[src/rtl/pio_cmd_loader.sv]
// Byte-stream to pio host-interface command loader: 6-byte frames become one-cycle action strobes.
// Define PIO_CMD_LOADER_CSUM_EN to append a 7th XOR checksum byte to every frame.
module pio_cmd_loader #(
  parameter int TIMEOUT    = 25000,
  parameter int MAX_ACTION = 12
) (
  input  logic        clk,
  input  logic        reset_n,
  input  logic        in_valid,
  input  logic [7:0]  in_data,
  output logic        in_ready,
  output logic [3:0]  action,
  output logic [4:0]  index,
  output logic [1:0]  mindex,
  output logic [31:0] din,
  output logic        busy,
  output logic        err,
  input  logic        err_clr,
  output logic [15:0] frame_cnt
);

  localparam int CW = (TIMEOUT > 2) ? $clog2(TIMEOUT) : 1;
  localparam logic [CW-1:0] TO_LAST = CW'(TIMEOUT - 1);

  typedef enum logic [3:0] {
    S_IDLE,
    S_IDX,
    S_D0,
    S_D1,
    S_D2,
    S_D3,
`ifdef PIO_CMD_LOADER_CSUM_EN
    S_CS,
`endif
    S_ISSUE,
    S_GAP
  } state_t;

  state_t        state;
  logic [5:0]    op_q;
  logic [4:0]    idx_q;
  logic [31:0]   din_q;
  logic [CW-1:0] idle_cnt;
  logic          in_frame;
  logic          xfer;
  logic          action_ok;
  logic          timeout_hit;
  logic          err_set;
`ifdef PIO_CMD_LOADER_CSUM_EN
  logic [7:0]    csum_q;
`endif

  assign xfer      = in_valid & in_ready;
  assign busy      = (state != S_IDLE);
  assign action_ok = (op_q[3:0] <= 4'(MAX_ACTION));

  // NOTE: every always_comb output gets a default first so no path leaves it unassigned (no latch).
  always_comb begin
    in_ready = 1'b0;
    in_frame = 1'b0;
    case (state)
      S_IDLE: in_ready = 1'b1;
      S_IDX, S_D0, S_D1, S_D2, S_D3
`ifdef PIO_CMD_LOADER_CSUM_EN
      , S_CS
`endif
      : begin
        in_ready = 1'b1;
        in_frame = 1'b1;
      end
      default: ;
    endcase
  end

  // Idle gaps inside a frame abort it; the count restarts on every accepted byte.
  assign timeout_hit = in_frame && !xfer && (idle_cnt == TO_LAST);

  always_comb begin
    err_set = timeout_hit;
    if (state == S_ISSUE && !action_ok) err_set = 1'b1;
`ifdef PIO_CMD_LOADER_CSUM_EN
    if (state == S_CS && xfer && in_data != csum_q) err_set = 1'b1;
`endif
  end

  // NOTE: all sequential state uses non-blocking assignments so every register samples pre-edge values.
  always_ff @(posedge clk or negedge reset_n) begin
    if (!reset_n) begin
      state     <= S_IDLE;
      op_q      <= '0;
      idx_q     <= '0;
      din_q     <= '0;
      idle_cnt  <= '0;
      action    <= '0;
      index     <= '0;
      mindex    <= '0;
      din       <= '0;
      err       <= 1'b0;
      frame_cnt <= '0;
`ifdef PIO_CMD_LOADER_CSUM_EN
      csum_q    <= '0;
`endif
    end else begin
      action <= '0;
      err    <= err_set | (err & ~err_clr);

      if (xfer || !in_frame) idle_cnt <= '0;
      else                   idle_cnt <= idle_cnt + 1'b1;

      case (state)
        S_IDLE: begin
          if (xfer) begin
            op_q  <= in_data[5:0];
            state <= S_IDX;
`ifdef PIO_CMD_LOADER_CSUM_EN
            csum_q <= in_data;
`endif
          end
        end
        S_IDX: begin
          if (xfer) begin
            idx_q <= in_data[4:0];
            state <= S_D0;
`ifdef PIO_CMD_LOADER_CSUM_EN
            csum_q <= csum_q ^ in_data;
`endif
          end else if (timeout_hit) begin
            state <= S_IDLE;
          end
        end
        S_D0, S_D1, S_D2, S_D3: begin
          if (xfer) begin
            // Little-endian: the first data byte ends up in din[7:0].
            din_q <= {in_data, din_q[31:8]};
`ifdef PIO_CMD_LOADER_CSUM_EN
            csum_q <= csum_q ^ in_data;
`endif
            case (state)
              S_D0:    state <= S_D1;
              S_D1:    state <= S_D2;
              S_D2:    state <= S_D3;
`ifdef PIO_CMD_LOADER_CSUM_EN
              default: state <= S_CS;
`else
              default: state <= S_ISSUE;
`endif
            endcase
          end else if (timeout_hit) begin
            state <= S_IDLE;
          end
        end
`ifdef PIO_CMD_LOADER_CSUM_EN
        S_CS: begin
          if (xfer) begin
            state <= (in_data == csum_q) ? S_ISSUE : S_IDLE;
          end else if (timeout_hit) begin
            state <= S_IDLE;
          end
        end
`endif
        S_ISSUE: begin
          // Rejected codes leave the host-side outputs untouched.
          if (action_ok) begin
            action    <= op_q[3:0];
            mindex    <= op_q[5:4];
            index     <= idx_q;
            din       <= din_q;
            frame_cnt <= frame_cnt + 16'd1;
          end
          state <= S_GAP;
        end
        S_GAP:   state <= S_IDLE;
        default: state <= S_IDLE;
      endcase
    end
  end

endmodule

[config.mk]
export PLATFORM = sky130hd
export DESIGN_NAME = pio_cmd_loader
export DESIGN_NICKNAME = d
export VERILOG_FILES = /design/src/rtl/pio_cmd_loader.sv
export SDC_FILE = /design/constraint.sdc
export NUM_CORES = 1
export LEC_CHECK = 0
export ABC_AREA = 1
export CAP_MARGIN = 30
export CORE_UTILIZATION = 54
export DETAILED_ROUTE_END_ITERATION = 7
export GPL_ROUTABILITY_DRIVEN = 0
export GPL_TIMING_DRIVEN = 0
export PLACE_DENSITY = 0.82
export SYNTH_ARGS = -nofsm -noshare
export SYNTH_HDL_FRONTEND = slang
export SYNTH_SLANG_ARGS = --single-unit
export TNS_END_PERCENT = 100
[constraint.sdc]
create_clock -name clk -period 1.7 [get_ports clk]
set_input_delay 0.51 -clock clk [delete_from_list [all_inputs] [get_ports clk]]
set_output_delay 0.51 -clock clk [all_outputs]
set_load 0.02 [all_outputs]
==> metrics.cfg, run 1 <==
[detailed_routing]
route.vias.total=4409
detail_route.vias_per_cell=5.24
postRouteAntennaNets=0
detail_route.wl_per_cell_um=15.0
initialDrtViolationCount=257
routed_wl_mm=12.6
post-route-drc-count=0
dr.pass1.iters=6

[critical_path]
worstPathMaxFanout=3
cp-end-kind=output pin
timing.critical_path.from_type=register
required_ps=1190
timing.critical_path.arrival_ps=1330
criticalPathCategory=reg2out

[final_layout]
final_core_density=0.717
fill_cells=694
instances_no_fill=841
final_layout_size_suffix_gt1_frac=0.213
num-nets-final=713
synthToLayoutAreaGrowth_pct=27.1
diodes=0

[clocking]
root_buffer_cell=sky130_fd_sc_hd__clkbuf_8
clk_pin_slew_ps=60
clock-sinks=122
clock_path_buffers=2
h_tree_depth=4
number_of_buffers_inserted_during_clock_tree_synthesis=17
worstSkewPairLatency_ps=510
clock_tree_from_tritoncts=built

[synth]
synth.most_common_cell=sky130_fd_sc_hd__nand2_1
postSynthRegisterBits=122
synth.yosys.seq_area_share=0.578
synth.cells.most_frequent=sky130_fd_sc_hd__nand2_1 (189), sky130_fd_sc_hd__dfrtp_1 (122), sky130_fd_sc_hd__inv_1 (61)
synth.area.top_cells=sky130_fd_sc_hd__dfrtp_1 (58%), sky130_fd_sc_hd__nand2_1 (13%), sky130_fd_sc_hd__inv_1 (4.3%), sky130_fd_sc_hd__o21ai_1 (3.8%), sky130_fd_sc_hd__o21ai_0 (3.6%)
synth_adder_area_share=0.00473
ys_async_sr_fraction=1.00
synth_area_in_compound_gates=0.0907
synth-main-ff-cell=sky130_fd_sc_hd__dfrtp_1
yosys.area_share.simple=0.228
main_combinational_cell_family_by_area_after_synthesis=simple AND/OR/NAND/NOR gates
net_count_after_synthesis=609
yosys-mux-area-fraction=0
synthesis.area_per_instance_um2=8.88
netlist.top_cell.by_area=sky130_fd_sc_hd__dfrtp_1
netlist_instances=595
yosysWarningCount=0
synth_enable_flop_cells=0
post_synth_xor_area_fraction=0.0215
synth.lib_cells_used.distinct=34
synth_top_area_frac=0.578
synthesis.area_um2=5290

[sta]
number_of_endpoints_failing_setup_at_the_final_stage=2
post-route-period-util=1.09
worst_pin_slew_ps=516
setup_slack_ps=-145
rsz0062_at_grt=true
maxSlewViolCount=0
finalClockSkew_ps=6.57
min_period_ps=1840
max_clock_freq_ghz=0.542
timing_hold_violations_final=0
worst_slew_margin_rel=0.656

[global_routing]
number_of_global_route_vias_before_repair=4380
antenna_violations_before_repair=0
wire_length_of_the_first_global_routing_pass_mm=20.5
maximum_number_of_pins_on_one_net_before_global_route_repair=102
overall_track_demand_over_capacity_in_global_routing=0.265
global_route.overflow_total=0

[power_and_ir_drop]
worst_ir_drop_vdd_uv=790
power_density_nw_per_um2=1110
power.static_leakage_nw=3.30

[floorplan]
design.die.area_um2=10200
num_io_pins=74
floorplan.initialDensity=0.564
rows=35
floorplan.die.height_um=101
floorplan.die.width_um=101
core_region_area_um2=9370

[status]
violations_in_the_final_reports=setup timing
outcome=finished with violations

[place]
hpwl_mm=8.19
dp_cells=797
portBuffers=72

[worst_hold_path]
min-delay-path-class=in2reg

[run]
maxCapViolations=0

-- state kept, by name, summed over array words and instances, names as in the netlist --
| name | cells |
|---|---|
| action | 4 |
| din | 32 |
| din_q | 32 |
| err | 1 |
| frame_cnt | 16 |
| idle_cnt | 15 |
| idx_q | 5 |
| index | 5 |
| mindex | 2 |
| op_q | 6 |
| state | 4 |
-- worst max-delay path, stage by stage (launching register included) --
cell and delay, ps:
sky130_fd_sc_hd__dfrtp_1 380, sky130_fd_sc_hd__buf_6 140, sky130_fd_sc_hd__a21oi_4 160, sky130_fd_sc_hd__buf_6 140
-- cell usage in the layout (no fill, tap or decap), drive strengths merged --
cell type,Yosys,layout
a21oi,12,12
nand2,191,191
xnor2,5,5
clkdlybuf4s50,0,9
clkinv,1,6
a211oi,1,1
dfrtp,122,122
nand4,6,6
o21ai,78,78
bufinv,0,1
or2,1,1
clkbuf,1,33
dlygate4sd3,0,1
xor2,8,8
and2,1,1
clkdlybuf4s15,0,16
nand3,22,22
buf,19,64
ha,2,2
o221ai,1,1
nor2,44,44
conb,1,1
inv,63,69
nor3,15,15
clkinvlp,0,2
o211ai,1,1
-- cells by family (layout without fill, tap and decap cells) --
logic type | Yosys count | in the layout
and+or+nand+nor | 280 | 280
DFF | 122 | 122
AOI/OAI and AO/OA | 93 | 93
buffers and inverters | 84 | 201
xor gates and xnor gates | 13 | 13
adders and majority gates | 2 | 2
other | 1 | 1
-- layer usage --
metal | track usage | vias to the layer above | share of wire
met4 | 0.0925 | 0 | 0.013
met1 | 0.331 | 2135 | 0.41
met5 | 0 | - | 0
met3 | 0.0638 | 17 | 0.061
met2 | 0.451 | 162 | 0.51
li1 | - | 2095 | -
-- area by class of cell --
class / count / area [µm²] / area share
Sequential cell: 122 / 3060 / 0.455
Multi-Input combinational cell: 389 / 1870 / 0.279
Timing Repair Buffer: 85 / 643 / 0.0957
Clock buffer: 18 / 428 / 0.0637
Inverter: 64 / 241 / 0.0359
Buffer: 20 / 176 / 0.0263
Tap cell: 129 / 161 / 0.0240
Clock inverter: 14 / 138 / 0.0205
-- metrics by stage --
stage               setup slack, ps  area, µm²  hold WS [ps]  power [mW]  TNS [ps]
detailed placement             -242       6200           379        4.02      -381
global route                   -184       6720           407        7.71      -367
finish                         -145       6720           396        7.43      -286
global placement              -4410       6170           443        3.96   -537200
CTS                            -145       6870           348        7.44      -289
floorplan                       121       5290           214        3.75         0
-- timing repair --
action                                 CTS  global route
setup endpoints to repair               62            79
pin swaps                                2             1
hold buffers                             1             0
endpoints found under the hold margin   21             0
setup buffers                            9             2
gates resized for setup                198            49
-- path summary, 6_finish.rpt --
path	to	cells past startpoint	slack (ps)	startpoint
max	in_ready	3	-140	state[1]$_DFFE_PN0P_
min	state[0]$_DFFE_PN0P_	3	400	in_valid
max reg2reg	din[29]$_DFFE_PN0P_	8	90	state[3]$_DFFE_PN0P_
min reg2reg	din[1]$_DFFE_PN0P_	2	470	din[1]$_DFFE_PN0P_
max in group asynchronous	din_q[28]$_DFFE_PN0P_	3	520	reset_n
min in group asynchronous	idle_cnt[7]$_DFF_PN0_	2	430	reset_n
-- power breakdown --
part	leakage [nW]	switching, mW	internal, mW
combinational	1.37	0.463	0.241
sequential	1.65	0.170	3.17
clock	0.274	1.38	2.01
total	3.30	2.01	5.42
(Power assumes the default switching activity.)
==> run 2: changes to the inputs <==
- SKIP_LAST_GASP: default -> 1
==> run 2 against run 1 <==
  * The flow still finishes with violations (setup timing)
  * Highest routed layer unchanged
  * Maximum frequency hardly changed
  * Core utilization increased by 0.053 points
  * Total power increased by 0.11%
  * Flip-flop and latch count unchanged
  * Largest power group unchanged
==> metrics.cfg, run 2 (synthesis results as in run 1) <==
[worst_hold_path]
min-delay-path-class=in2reg
worst_hold_depth=3  ; unchanged
timing.hold.worst_endpoint=state[0]$_DFFE_PN0P_
hp-start=in_valid

[final_layout]
final_core_density=0.717  ; about the same
num-nets-final=714  ; +0.14%
most_common_cell_after_layout_fill_and_taps_aside=sky130_fd_sc_hd__nand2_1
post_route_standard_cell_area_excluding_fillers_um2=6720  ; about the same
fill_cells=697  ; +0.43%
layout_common_cells=sky130_fd_sc_hd__nand2_1 (187), sky130_fd_sc_hd__dfrtp_1 (117), sky130_fd_sc_hd__inv_1 (60)
diodes=0  ; unchanged
largest_registers=din (32), din_q (32), frame_cnt (16)
synthToLayoutAreaGrowth_pct=27.2  ; about the same
final_layout_size_suffix_gt1_frac=0.215  ; +0.00110

[floorplan]
num_io_pins=74  ; unchanged
core_region_area_um2=9370  ; unchanged
floorplan.initialDensity=0.564  ; unchanged
floorplan.die.height_um=101  ; unchanged
rows=35  ; unchanged
design.die.area_um2=10200  ; unchanged
floorplan.die.width_um=101  ; unchanged

[place]
portBuffers=72  ; unchanged
postPlaceCellArea_um2=6200  ; unchanged
hpwl_mm=8.19  ; unchanged

[power_and_ir_drop]
worst_ir_drop_vdd_uv=787  ; -0.40%
internal_power_mw=5.43  ; about the same
power_mw=7.44  ; +0.11%
swShare=0.270  ; about the same
power_switching_mw=2.01  ; +0.16%
power.static_leakage_nw=3.30  ; about the same
comb_power_share=0.095  ; about the same
power_density_nw_per_um2=1110  ; about the same
p_clk_frac=0.455  ; about the same
p_seq_frac=0.450  ; about the same

[detailed_routing]
route.vias.total=4466  ; +1.3%
detail_route.wl_per_cell_um=14.9  ; -0.33%
dr.pass1.iters=8  ; +2
post-route-drc-count=0  ; unchanged
detail_route.vias_per_cell=5.30  ; +1.2%
postRouteAntennaNets=0  ; unchanged
routed_wl_mm=12.6  ; -0.21%
initialDrtViolationCount=275  ; +7.0%

[critical_path]
regToRegSetupSlack_ps=90  ; about the same
required_ps=1190  ; about the same
timing.critical_path.buf_inv=1  ; -1
worst_path_dominant_cell_family=flip-flops
slowest_stage=sky130_fd_sc_hd__dfrtp_1
crit-reg2reg-capture=din[29]$_DFFE_PN0P_
worstPathMaxFanout=6  ; +3
timing.critical_path.from_type=register
cp-end-kind=output pin
reg2reg_depth=8  ; unchanged
critical_path.cell_chain=nor2_4, nand2_2, buf_6
regToRegStartpoint=state[3]$_DFFE_PN0P_
criticalPathCategory=reg2out
critical-path-max-stage-delay_ps=460  ; +80 ps
timing.critical_path.arrival_ps=1330  ; about the same

[sta]
post-route-period-util=1.09  ; about the same
tns_ps=-279  ; +7.21 ps
setup_slack_ps=-145  ; +0.227 ps
max_clock_freq_ghz=0.542  ; about the same
rsz0062_at_grt=true
finalClockSkew_ps=6.95  ; +0.380 ps
min_period_ps=1840  ; -0.227 ps
number_of_endpoints_failing_setup_at_the_final_stage=2  ; unchanged
maxSlewViolCount=0  ; unchanged
holdWs_ps=385  ; -11.0 ps
timing_hold_violations_final=0  ; unchanged

[clocking]
clk_pin_slew_ps=60  ; about the same
clock_tree_from_tritoncts=built
root_buffer_cell=sky130_fd_sc_hd__clkbuf_8
worstSkewPairLatency_ps=510  ; about the same
clock_path_buffers=2  ; unchanged
clock-sinks=122  ; unchanged
h_tree_depth=4  ; unchanged
number_of_buffers_inserted_during_clock_tree_synthesis=17  ; unchanged

[status]
violations_in_the_final_reports=setup timing
outcome=finished with violations

[global_routing]
wire_length_of_the_first_global_routing_pass_mm=20.5  ; unchanged
number_of_global_route_vias_before_repair=4373  ; -0.16%
global_route.overflow_total=0  ; unchanged
antenna_violations_before_repair=0  ; unchanged
maximum_number_of_pins_on_one_net_before_global_route_repair=102  ; unchanged
overall_track_demand_over_capacity_in_global_routing=0.264  ; -0.000305

[run]
maxCapViolations=0  ; unchanged

## run 2: cell type report
| class | count | area, µm² | share of cell area |
|---|---|---|---|
| inverter | 64 | 241 | 0.0359 |
| tap | 129 | 161 | 0.0240 |
| buffer | 20 | 174 | 0.0259 |
| timing repair buffer | 86 | 651 | 0.0968 |
| clock inverter | 14 | 138 | 0.0205 |
| clock buffer | 18 | 428 | 0.0636 |
| sequential | 122 | 3060 | 0.455 |
| multi-input combinational | 389 | 1870 | 0.278 |
## run 2: timing repair
item / CTS / global route
hold buffers: 1 / 0
setup endpoints to repair: 62 / 76
pin swaps: 2 / 1
setup buffers: 9 / 3
gates resized for setup: 196 / 49
hold endpoints to repair: 21 / 0
## run 2: per-stage QoR
| step | worst slack [ps] | instances |
|---|---|---|
| 6_report | -145 | 842 |
| 5_1_grt | -180 | 842 |
| 4_1_cts | -178 | 839 |
| 3_5_place_dp | -242 | 797 |
| 3_3_place_gp | -4410 | 796 |
| 2_1_floorplan | 121 | 595 |
## run 2: worst max path at each step
stage | from | to | slack, ps | cells after the start
2_1_floorplan | state[1]$_DFFE_PN0P_ | state[2]$_DFFE_PN0P_ | 120 | 9
3_3_place_gp | reset_n | din[22]$_DFFE_PN0P_ | -4410 | 1
3_5_place_dp | state[1]$_DFFE_PN0P_ | in_ready | -240 | 3
4_1_cts | state[1]$_DFFE_PN0P_ | in_ready | -180 | 3
5_1_grt | state[1]$_DFFE_PN0P_ | busy | -180 | 4
6_report | state[0]$_DFFE_PN0P_ | busy | -140 | 3
## run 2: routing by layer
metal  track usage  vias up  part of all wire
li1              -     2093                 -
met1         0.331     2173              0.41
met2         0.449      178              0.51
met3        0.0638       22             0.061
met4        0.0925        0             0.013
met5             0        -                 0
## run 2: worst min-delay path, cell delays in order
cell,delay [ps]
sky130_fd_sc_hd__clkbuf_1,170
sky130_fd_sc_hd__nor2_1,130
sky130_fd_sc_hd__a21oi_1,40
## run 2: power groups by stage
stage               clock network, mW  registers [mW]  logic, mW
finish                           3.39            3.35      0.707
global route                     3.54            3.37      0.805
CTS                              3.41            3.34      0.688
detailed placement                  0            3.38      0.641
global placement                    0            3.37      0.597
floorplan                           0            3.34      0.409
==> run 3: changes to the inputs <==
- CTS_BUF_LIST: default -> sky130_fd_sc_hd__clkbuf_16
- SKIP_LAST_GASP: 1 -> default
==> run 3 against run 2 <==
  * The flow still finishes with violations (setup timing)
  * Die area unchanged
  * Total power about the same
  * Critical path type unchanged
  * Critical endpoint is now in_ready
  * Highest routed layer unchanged
  * Setup slack improved by 140 ps
  * Sequential share of layout area decreased by 0.45 points
  * Non-clock buffer count down 7
==> metrics.cfg, run 3 (synthesis results as in run 1) <==
[status]
outcome=finished with violations
violations_in_the_final_reports=setup timing

[floorplan]
rows=35  ; unchanged
floorplan.die.width_um=101  ; unchanged
num_io_pins=74  ; unchanged
floorplan.die.height_um=101  ; unchanged
floorplan.initialDensity=0.564  ; unchanged
core_region_area_um2=9370  ; unchanged
design.die.area_um2=10200  ; unchanged

[place]
hpwl_mm=8.19  ; unchanged
dp_cells=797  ; unchanged
portBuffers=72  ; unchanged

[clocking]
clock-sinks=122  ; unchanged
clock_path_buffers=2  ; unchanged
clock_tree_from_tritoncts=built
root_buffer_cell=sky130_fd_sc_hd__clkbuf_16
h_tree_depth=4  ; unchanged
number_of_buffers_inserted_during_clock_tree_synthesis=17  ; unchanged
worstSkewPairLatency_ps=410  ; -100 ps
clk_pin_slew_ps=60  ; about the same

[sta]
setup_slack_ps=-4.93  ; +140 ps
finalClockSkew_ps=5.03  ; -1.92 ps
maxSlewViolCount=0  ; unchanged
timing_hold_violations_final=0  ; unchanged
rsz0062_at_grt=true
min_period_ps=1700  ; -140 ps
number_of_endpoints_failing_setup_at_the_final_stage=1  ; -1
holdWs_ps=464  ; +78.6 ps
post-route-period-util=1.00  ; -0.0821
max_clock_freq_ghz=0.587  ; +8.2%

[critical_path]
cp-end-kind=output pin
slowest_stage=sky130_fd_sc_hd__dfrtp_2
critical_path.cell_chain=a21oi_4, buf_6
critical-path-max-stage-delay_ps=450  ; about the same
timing.critical_path.from_type=register
reg2reg_depth=7  ; -1
timing.critical_path.arrival_ps=1190  ; -140 ps
criticalPathCategory=reg2out
required_ps=1190  ; about the same
worstPathMaxFanout=3  ; -3

[final_layout]
most_common_cell_after_layout_fill_and_taps_aside=sky130_fd_sc_hd__nand2_1
layout_common_cells=sky130_fd_sc_hd__nand2_1 (187), sky130_fd_sc_hd__dfrtp_1 (117), sky130_fd_sc_hd__inv_1 (60)
synthToLayoutAreaGrowth_pct=28.5
instances_no_fill=835  ; -0.83%
diodes=0  ; unchanged
fill_cells=700  ; +0.43%
final_layout_size_suffix_gt1_frac=0.133  ; -0.0814
largest_registers=din (32), din_q (32), frame_cnt (16)
num-nets-final=707  ; -0.98%

[detailed_routing]
route.vias.total=4413  ; -1.2%
detail_route.wl_per_cell_um=14.4  ; -3.1%
post-route-drc-count=0  ; unchanged
initialDrtViolationCount=231  ; -16%
routed_wl_mm=12.1  ; -4.0%
postRouteAntennaNets=0  ; unchanged
detail_route.vias_per_cell=5.29  ; -0.36%
dr.pass1.iters=5  ; -3

[power_and_ir_drop]
power_density_nw_per_um2=1100  ; -0.94%
worst_ir_drop_vdd_uv=788  ; about the same
power.static_leakage_nw=3.42  ; +3.6%
power_mw=7.44  ; about the same

[global_routing]
antenna_violations_before_repair=0  ; unchanged
wire_length_of_the_first_global_routing_pass_mm=19.9  ; -2.8%
global_route.overflow_total=0  ; unchanged
maximum_number_of_pins_on_one_net_before_global_route_repair=102  ; unchanged
overall_track_demand_over_capacity_in_global_routing=0.257  ; -0.00754
number_of_global_route_vias_before_repair=4304  ; -1.6%

[run]
maxCapViolations=0  ; unchanged

[worst_hold_path]
min-delay-path-class=reg2reg
worst_hold_depth=2  ; -1

## run 3: cell types whose count changed in the layout (fill, tap and decap cells not counted), sizes merged
cell and delta:
clkinv +1, buf -37, clkbuf -10, clkdlybuf4s15 -9, dlygate4sd2 +48
## run 3: worst max-delay path, delay by kind of cell (launching register included)
kind / cells / cell delay [ps]
AOI/OAI and AO/OA: 1 / 200
buffers and inverters: 1 / 140
DFF: 1 / 450
## run 3: worst paths after layout
| check | to | slack (ps) | start |
|---|---|---|---|
| setup / recovery | in_ready | -5 | state[1]$_DFFE_PN0P_ |
| hold / removal | din[1]$_DFFE_PN0P_ | 460 | din[1]$_DFFE_PN0P_ |
| setup reg to reg | din[29]$_DFFE_PN0P_ | 80 | state[3]$_DFFE_PN0P_ |
| hold reg to reg | din[1]$_DFFE_PN0P_ | 460 | din[1]$_DFFE_PN0P_ |
| max in group asynchronous | frame_cnt[5]$_DFFE_PN0P_ | 430 | reset_n |
| min in group asynchronous | idle_cnt[7]$_DFF_PN0_ | 530 | reset_n |
## run 3: final cells by class
type,count,area [µm²],area share
plain buffers,19,165,0.0243
clock buffers,17,425,0.0626
clock inverters,15,141,0.0208
inverters,64,241,0.0356
multi-input cells,389,1870,0.276
flip-flops and latches,122,3060,0.450
well taps,129,161,0.0238
repair buffers,80,726,0.107
## run 3: metal layers
layer | GRT usage | vias up | wire length (µm)
li1 | - | 2092 | -
met4 | 0.0936 | 0 | 180
met1 | 0.328 | 2137 | 5050
met5 | 0 | - | 0
met3 | 0.0624 | 21 | 709
met2 | 0.428 | 163 | 6110
## run 3: timing repair
| action | CTS | global route |
|---|---|---|
| cloned | 0 | 0 |
| buffers inserted | 5 | 1 |
| pin swaps | 1 | 2 |
| setup endpoints to repair | 62 | 45 |
| gates resized for setup | 87 | 27 |
| hold endpoints to repair | 21 | 0 |
| hold buffers | 1 | 0 |
## run 3: stage by stage
stage               TNS (ps)  area [µm²]   util  worst slack [ps]
floorplan                  0        5290      -               121
global placement     -537200        6170  0.658             -4410
detailed placement      -381        6200  0.661              -242
CTS                     -156        6770  0.722              -156
global route           -93.0        6790  0.725             -44.1
finish                 -4.93        6790  0.725             -4.93
## run 3: power breakdown
group / internal, mW / total (mW) / switching [mW] / leakage, nW
clock: 2.04 / 3.40 / 1.37 / 0.273
combinational: 0.246 / 0.700 / 0.454 / 1.49
sequential: 3.17 / 3.34 / 0.168 / 1.65
